`src/rtl/gnw_key_matrix_if.sv`:
```
// Configuration bus for gnw_key_matrix.
// The core's loader drives entries from the game image's configuration
// section into the key-mapping table, one entry per clock.
interface gnw_key_matrix_if;
    logic       cfg_we;
    logic [7:0] cfg_addr;
    logic [7:0] cfg_data;

    // Loader side: produces table writes.
    modport master (
        output cfg_we,
        output cfg_addr,
        output cfg_data
    );

    // Key matrix side: consumes table writes.
    modport slave (
        input cfg_we,
        input cfg_addr,
        input cfg_data
    );
endinterface

```
`src/rtl/gnw_key_matrix.sv`:
```
// gnw_key_matrix: maps debounced MiSTer joystick bits onto the K input lines
// of an LCD-game MCU according to a run-time loaded table indexed by
// (strobe, key). Several active strobes combine as a wired-OR matrix, and K
// can be presented active-low.
//
// Pipeline:
//   joy -> 2-flop synchroniser -> debounce -> joy_db --+
//   S   -> s_p0 ---------------------------------------+-> key lookup -> K
//   cfg -> table registers ----------------------------+
module gnw_key_matrix #(
    parameter int NUM_STROBES     = 8,
    parameter int KEYS_PER_STROBE = 4,
    parameter int JOY_WIDTH       = 32,
    parameter int DEB_BITS        = 4,
    parameter bit K_INVERT        = 1'b0
) (
    input  logic                       clk_sys,
    input  logic                       reset_n,
    input  logic [JOY_WIDTH-1:0]       joy,
    input  logic [NUM_STROBES-1:0]     S,
    gnw_key_matrix_if.slave            cfg,
    output logic [KEYS_PER_STROBE-1:0] K,
    output logic [JOY_WIDTH-1:0]       joy_db
);

    localparam int TBL_SIZE = NUM_STROBES * KEYS_PER_STROBE;

    // Idle level of K: no key pressed, taking the output polarity into account.
    localparam logic [KEYS_PER_STROBE-1:0] K_IDLE = {KEYS_PER_STROBE{K_INVERT}};

    // A table entry selects a joystick bit only when its mapped flag is set
    // and the index points at an existing joystick bit.
    function automatic logic entry_mapped(input logic [7:0] entry);
        return entry[7] && (int'(entry[6:0]) < JOY_WIDTH);
    endfunction

    // Joystick bits widened to the full 7-bit index space so any entry index
    // selects a defined bit; bits beyond JOY_WIDTH read as released.
    function automatic logic entry_hit(input logic [7:0]   entry,
                                       input logic [127:0] joy_pad);
        return entry_mapped(entry) && joy_pad[entry[6:0]];
    endfunction

    logic [JOY_WIDTH-1:0]       joy_sync_p0;
    logic [JOY_WIDTH-1:0]       joy_sync_p1;
    logic [DEB_BITS-1:0]        deb_cnt [JOY_WIDTH];
    logic [7:0]                 tbl [TBL_SIZE];
    logic [NUM_STROBES-1:0]     s_p0;
    logic [127:0]               joy_pad;
    logic [KEYS_PER_STROBE-1:0] key_comb;

    // ---- stage: joystick synchroniser (joy is asynchronous to clk_sys) ----
    // Two-flop synchroniser, one per joystick bit.
    always_ff @(posedge clk_sys or negedge reset_n) begin
        if (!reset_n) begin
            joy_sync_p0 <= '0;
            joy_sync_p1 <= '0;
        end else begin
            joy_sync_p0 <= joy;
            joy_sync_p1 <= joy_sync_p0;
        end
    end

    // ---- stage: debounce ----
    // Per-bit debounce: a new level must persist for 2^DEB_BITS cycles before
    // joy_db follows. Any return to the current joy_db level restarts the
    // count, so short glitches are discarded entirely. The counter clears on
    // toggle and therefore never wraps.
    always_ff @(posedge clk_sys or negedge reset_n) begin
        if (!reset_n) begin
            joy_db <= '0;
            for (int i = 0; i < JOY_WIDTH; i++) begin
                deb_cnt[i] <= '0;
            end
        end else begin
            for (int i = 0; i < JOY_WIDTH; i++) begin
                if (joy_sync_p1[i] == joy_db[i]) begin
                    deb_cnt[i] <= '0;
                end else if (deb_cnt[i] == {DEB_BITS{1'b1}}) begin
                    joy_db[i]  <= ~joy_db[i];
                    deb_cnt[i] <= '0;
                end else begin
                    deb_cnt[i] <= deb_cnt[i] + 1'b1;
                end
            end
        end
    end

    // Key-mapping table. Addresses past the end of the table match no entry,
    // so such writes leave the table untouched. Writes while the MCU is
    // scanning are allowed; the K lookup below sees the pre-edge contents.
    always_ff @(posedge clk_sys or negedge reset_n) begin
        if (!reset_n) begin
            for (int e = 0; e < TBL_SIZE; e++) begin
                tbl[e] <= 8'h00;
            end
        end else begin
            for (int e = 0; e < TBL_SIZE; e++) begin
                if (cfg.cfg_we && (cfg.cfg_addr == 8'(e))) begin
                    tbl[e] <= cfg.cfg_data;
                end
            end
        end
    end

    // ---- stage: strobe capture ----
    // Register the MCU strobes so the lookup works from a stable copy.
    always_ff @(posedge clk_sys or negedge reset_n) begin
        if (!reset_n) begin
            s_p0 <= '0;
        end else begin
            s_p0 <= S;
        end
    end

    assign joy_pad = 128'(joy_db);

    // Wired-OR matrix: a key line is pressed when any active strobe has a
    // mapped entry for that key whose joystick bit is pressed.
    always_comb begin
        key_comb = '0;
        for (int s = 0; s < NUM_STROBES; s++) begin
            for (int k = 0; k < KEYS_PER_STROBE; k++) begin
                if (s_p0[s] && entry_hit(tbl[s*KEYS_PER_STROBE + k], joy_pad)) begin
                    key_comb[k] = 1'b1;
                end
            end
        end
    end

    // ---- stage: K output register ----
    // Registered K with the selected polarity.
    always_ff @(posedge clk_sys or negedge reset_n) begin
        if (!reset_n) begin
            K <= K_IDLE;
        end else begin
            K <= key_comb ^ K_IDLE;
        end
    end

endmodule

```
`src/flat_wrapper.sv`:
```
// flat-port wrapper written by rule: the top's interface ports become plain ports
module gnw_key_matrix_flat 
#(
    parameter int NUM_STROBES     = 8,
    parameter int KEYS_PER_STROBE = 4,
    parameter int JOY_WIDTH       = 32,
    parameter int DEB_BITS        = 4,
    parameter bit K_INVERT        = 1'b0
)
  (clk_sys, reset_n, joy, S, K, joy_db, cfg_cfg_we, cfg_cfg_addr, cfg_cfg_data);
  gnw_key_matrix_if cfg_i ();
  input  logic clk_sys;
  input  logic reset_n;
  input  logic [JOY_WIDTH-1:0] joy;
  input  logic [NUM_STROBES-1:0] S;
  output logic [KEYS_PER_STROBE-1:0] K;
  output logic [JOY_WIDTH-1:0] joy_db;
  input wire logic [$bits(cfg_i.cfg_we)-1:0] cfg_cfg_we;
  input wire logic [$bits(cfg_i.cfg_addr)-1:0] cfg_cfg_addr;
  input wire logic [$bits(cfg_i.cfg_data)-1:0] cfg_cfg_data;
  assign cfg_i.cfg_we = cfg_cfg_we;
  assign cfg_i.cfg_addr = cfg_cfg_addr;
  assign cfg_i.cfg_data = cfg_cfg_data;
  gnw_key_matrix #(.NUM_STROBES(NUM_STROBES), .KEYS_PER_STROBE(KEYS_PER_STROBE), .JOY_WIDTH(JOY_WIDTH), .DEB_BITS(DEB_BITS), .K_INVERT(K_INVERT)) u_core (.clk_sys(clk_sys), .reset_n(reset_n), .joy(joy), .S(S), .cfg(cfg_i), .K(K), .joy_db(joy_db));
endmodule
```
`config.mk`:
```
export PLATFORM = sky130hd
export DESIGN_NAME = gnw_key_matrix_flat
export DESIGN_NICKNAME = d
export VERILOG_FILES = /design/src/rtl/gnw_key_matrix_if.sv /design/src/rtl/gnw_key_matrix.sv /design/src/flat_wrapper.sv
export SDC_FILE = /design/constraint.sdc
export NUM_CORES = 1
export LEC_CHECK = 0
export ABC_AREA = 0
export CORE_ASPECT_RATIO = 0.8
export CORE_MARGIN = 1.5
export CORE_UTILIZATION = 60
export DETAILED_ROUTE_END_ITERATION = 10
export GPL_TIMING_DRIVEN = 0
export PLACE_DENSITY_LB_ADDON = 0.25
export SLEW_MARGIN = 5
export SYNTH_ARGS = -nofsm -noshare
export SYNTH_HDL_FRONTEND = slang
export SYNTH_SLANG_ARGS = --single-unit
```
`constraint.sdc`:
```
create_clock -name clk_sys -period 3.2 [get_ports clk_sys]
set_input_delay 0.48 -clock clk_sys [delete_from_list [all_inputs] [get_ports clk_sys]]
set_output_delay 0.48 -clock clk_sys [all_outputs]
set_load 0.1 [all_outputs]
```
==> impl_metrics.env <==
export IMPL_die_area_um2=47600
export IMPL_htreeDepth=2
export IMPL_grt_start_max_net_pins=113
export IMPL_cts_root_buf="clkbuf_16"
export IMPL_synth_top_cell_area_share_pct=44.3
export IMPL_synth_edff_count=0
export IMPL_async_reset_ff_share_pct=100
export IMPL_gp_congestion=1.13
export IMPL_setup_viol=4
export IMPL_fin_area_um2=31500
export IMPL_synth_avg_cell_area_um2=13.7
export IMPL_crit_path_start_kind="flop"
export IMPL_grt_use_total_pct=37.5
export IMPL_die_w_um=244
export IMPL_power_density_nw_per_um2=443
export IMPL_fillCellCount=3176
export IMPL_syn_nets=2123
export IMPL_clock_latency_ns=0.61
export IMPL_finalPower_mw=14.0
export IMPL_path_clk_slew_ns=0.06
export IMPL_synth_area_leaders="dfrtp_1 (44%), mux4_2 (21%), mux2_2 (12%), mux2i_1 (2.6%), clkbuf_1 (2.4%)"
export IMPL_syn_area_um2=27800
export IMPL_synth_top_area_cell="dfrtp_1"
export IMPL_rows=70
export IMPL_maxSlewHeadroom_pct=10.1
export IMPL_cts_sinks=492
export IMPL_antenna_found_initial=3
export IMPL_holdWs_ns=0.317
export IMPL_path_cells="clkbuf_1 > mux4_2 > mux2i_1 > o21ai_0 > a2111oi_0 > nand3_1 > or4_1"
export IMPL_cp_slowest_cell="or4_1"
export IMPL_wl_per_cell_um=31.1
export IMPL_fin_skew_ns=0.0129
export IMPL_netlist_cell_type_count=48
export IMPL_ys_seq_area_share_pct=44.3
export IMPL_syn_inst=2032
export IMPL_wl_um=88300
export IMPL_cp_slowest_stage_delay_ns=0.62
export IMPL_top_level_ports=95
export IMPL_ant_nets=0
export IMPL_post_route_period_util_pct=107
export IMPL_vdd_ir_drop_max_v=0.000393
export IMPL_core_um2=45700
export IMPL_cts_buffer_depth=3
export IMPL_critPathKind="reg2reg"
export IMPL_critPathMaxFanout=10
export IMPL_portBuffers=92
export IMPL_leakage_nw=12.8
export IMPL_drcViolationCount=0
export IMPL_drive_above_1_share_pct=34.3
export IMPL_period_needed_ns=3.42
export IMPL_rsz0062_at_grt="yes"
export IMPL_placed_cell_area_um2=29600
export IMPL_drv_slew=0
export IMPL_worstPathRequired_ns=3.65
export IMPL_drt_iter0_markers=2671
export IMPL_critPathBufInv=1
export IMPL_status="finished with violations"
export IMPL_num_vias=20600
export IMPL_layout_nets=2275
export IMPL_numCtsBuffers=49
export IMPL_finalHoldViolations=0
export IMPL_yosysWarnings=0
export IMPL_worst_slew_pin_slew_ns=1.33
export IMPL_dr_pass1_iters=8
export IMPL_first_global_vias=20400
export IMPL_crit_family="simple AND/OR/NAND/NOR gates"
export IMPL_end_kind="flop"
export IMPL_overflow=0
export IMPL_max_freq_mhz=293
export IMPL_fin_cells=2841
export IMPL_area_growth_pct=13.6
export IMPL_violations="negative setup slack"
export IMPL_place_inst=2740
export IMPL_crit_arrival_ns=3.87
export IMPL_die_h_um=195
export IMPL_dominantRegCellSynth="dfrtp_1"
export IMPL_cts_tree="yes"
export IMPL_maxCapViolCount=0
export IMPL_start_util_pct=60.7
export IMPL_grt_pass1_wl_um=130000
export IMPL_fin_ws_ns=-0.216
export IMPL_fin_util_pct=69.0
export IMPL_dpl_hpwl_um=60400
export IMPL_min_path_type="in2reg"
export IMPL_via_per_inst=7.24
export IMPL_synth_seq_cells=492
[power by group]
group          switching, mW  total, mW  internal [mW]  leakage [nW]
combinational          0.628       1.16          0.531          5.43
clock                   2.50       6.04           3.54         0.822
sequential             0.257       6.78           6.52          6.52
[cell usage after synthesis, drive strengths merged (32+ instances only)]
library cell,n
nor3b,38
a21oi,64
nor2,66
nor2b,45
mux2i,72
mux2,291
inv,44
dfrtp,492
xnor2,64
mux4,272
clkbuf,180
nand3,55
o21ai,46
ha,32
nand4b,35
nand2,50
[cell type report]
| type | count | area, µm² | share of cell area (%) |
|---|---|---|---|
| diodes | 8 | 20.0 | 0.0635 |
| clock buffers | 69 | 1400 | 4.44 |
| flip-flops and latches | 492 | 12300 | 39.1 |
| clock inverters | 19 | 267 | 0.845 |
| well taps | 612 | 766 | 2.43 |
| plain buffers | 210 | 956 | 3.03 |
| repair buffers | 102 | 1080 | 3.44 |
| inverters | 44 | 165 | 0.524 |
| multi-input cells | 1285 | 14500 | 46.1 |
[repair_timing]
item	4_1_cts	5_1_grt
resized for setup	67	80
endpoints found under the setup margin	4	6
hold endpoints to repair	56	0
pin swaps	2	2
buffers inserted	2	3
cloned	0	0
hold buffers	1	0
[registers in the layout, indices dropped and copies added (netlist names)]
signal / cells
u_core.joy_sync_p0: 32
u_core.s_p0: 8
u_core.deb_cnt: 128
u_core.joy_sync_p1: 32
u_core.joy_db: 32
u_core.tbl: 256
u_core.K: 4
[cells in the final DEF, fill, tap and decap left out, types with 35 or more instances in the layout]
cell type        count
xnor2_1             64
nor3b_1             38
clkbuf_16           49
clkdlybuf4s50_1     91
nand3_1             55
mux2i_1             69
nand4b_1            35
nand2_1             50
mux4_2             264
a21oi_1             64
nor2b_1             45
mux2_2             291
dfrtp_1            473
nor2_1              66
clkbuf_1           132
o21ai_0             44
inv_1               44
[path summary, 6_finish.rpt]
| path | endpoint | startpoint | slack [ns] | cells past startpoint |
|---|---|---|---|---|
| setup / recovery | u_core.K[1] | u_core.joy_db[10] | -0.22 | 7 |
| hold / removal | u_core.s_p0[6] | S[6] | 0.32 | 1 |
| setup reg to reg | u_core.K[1] | u_core.joy_db[10] | -0.22 | 7 |
| hold reg to reg | u_core.joy_sync_p1[15] | u_core.joy_sync_p0[15] | 0.34 | 0 |
| max in group asynchronous | u_core.joy_db[9] | reset_n | 1.27 | 4 |
| min in group asynchronous | u_core.deb_cnt[29] | reset_n | 0.42 | 2 |
[per-layer routing]
| layer | up-vias | wire length (µm) | global-route usage (%) |
|---|---|---|---|
| met1 | 10500 | 31900 | 48.6 |
| li1 | 8075 | - | - |
| met3 | 381 | 14500 | 19.2 |
| met5 | - | 92 | 1.22 |
| met4 | 6 | 4770 | 16.1 |
| met2 | 1595 | 37000 | 53.0 |
[through the flow]
step	worst slack (ns)	TNS, ns
2_1_floorplan	0.320	0
3_3_place_gp	-19.09	-9351.28
3_5_place_dp	-0.688	-6.73
4_1_cts	0.00176	0
5_1_grt	-0.00864	-0.00864
6_report	-0.216	-0.507
[worst register-to-register path: stages, from the launching register on]
cell,delay (ns)
dfrtp_2,0.55
clkbuf_1,0.36
mux4_2,0.55
mux2i_1,0.15
o21ai_0,0.16
a2111oi_0,0.57
nand3_1,0.30
or4_1,0.62
[logic make-up (layout without fill, tap and decap cells)]
| family | count (synthesis) | count (layout) | synth area share, % |
|---|---|---|---|
| mux | 635 | 635 | 36.6 |
| other cells | 0 | 8 | 0 |
| simple gates | 394 | 394 | 8.65 |
| xor+xnor | 64 | 64 | 2.02 |
| buf+inv | 255 | 444 | 3.64 |
| flops | 492 | 492 | 44.3 |
| compound gates | 160 | 160 | 3.35 |
| fa+ha+maj | 32 | 32 | 1.44 |
Power figures use the tool's default switching activity.
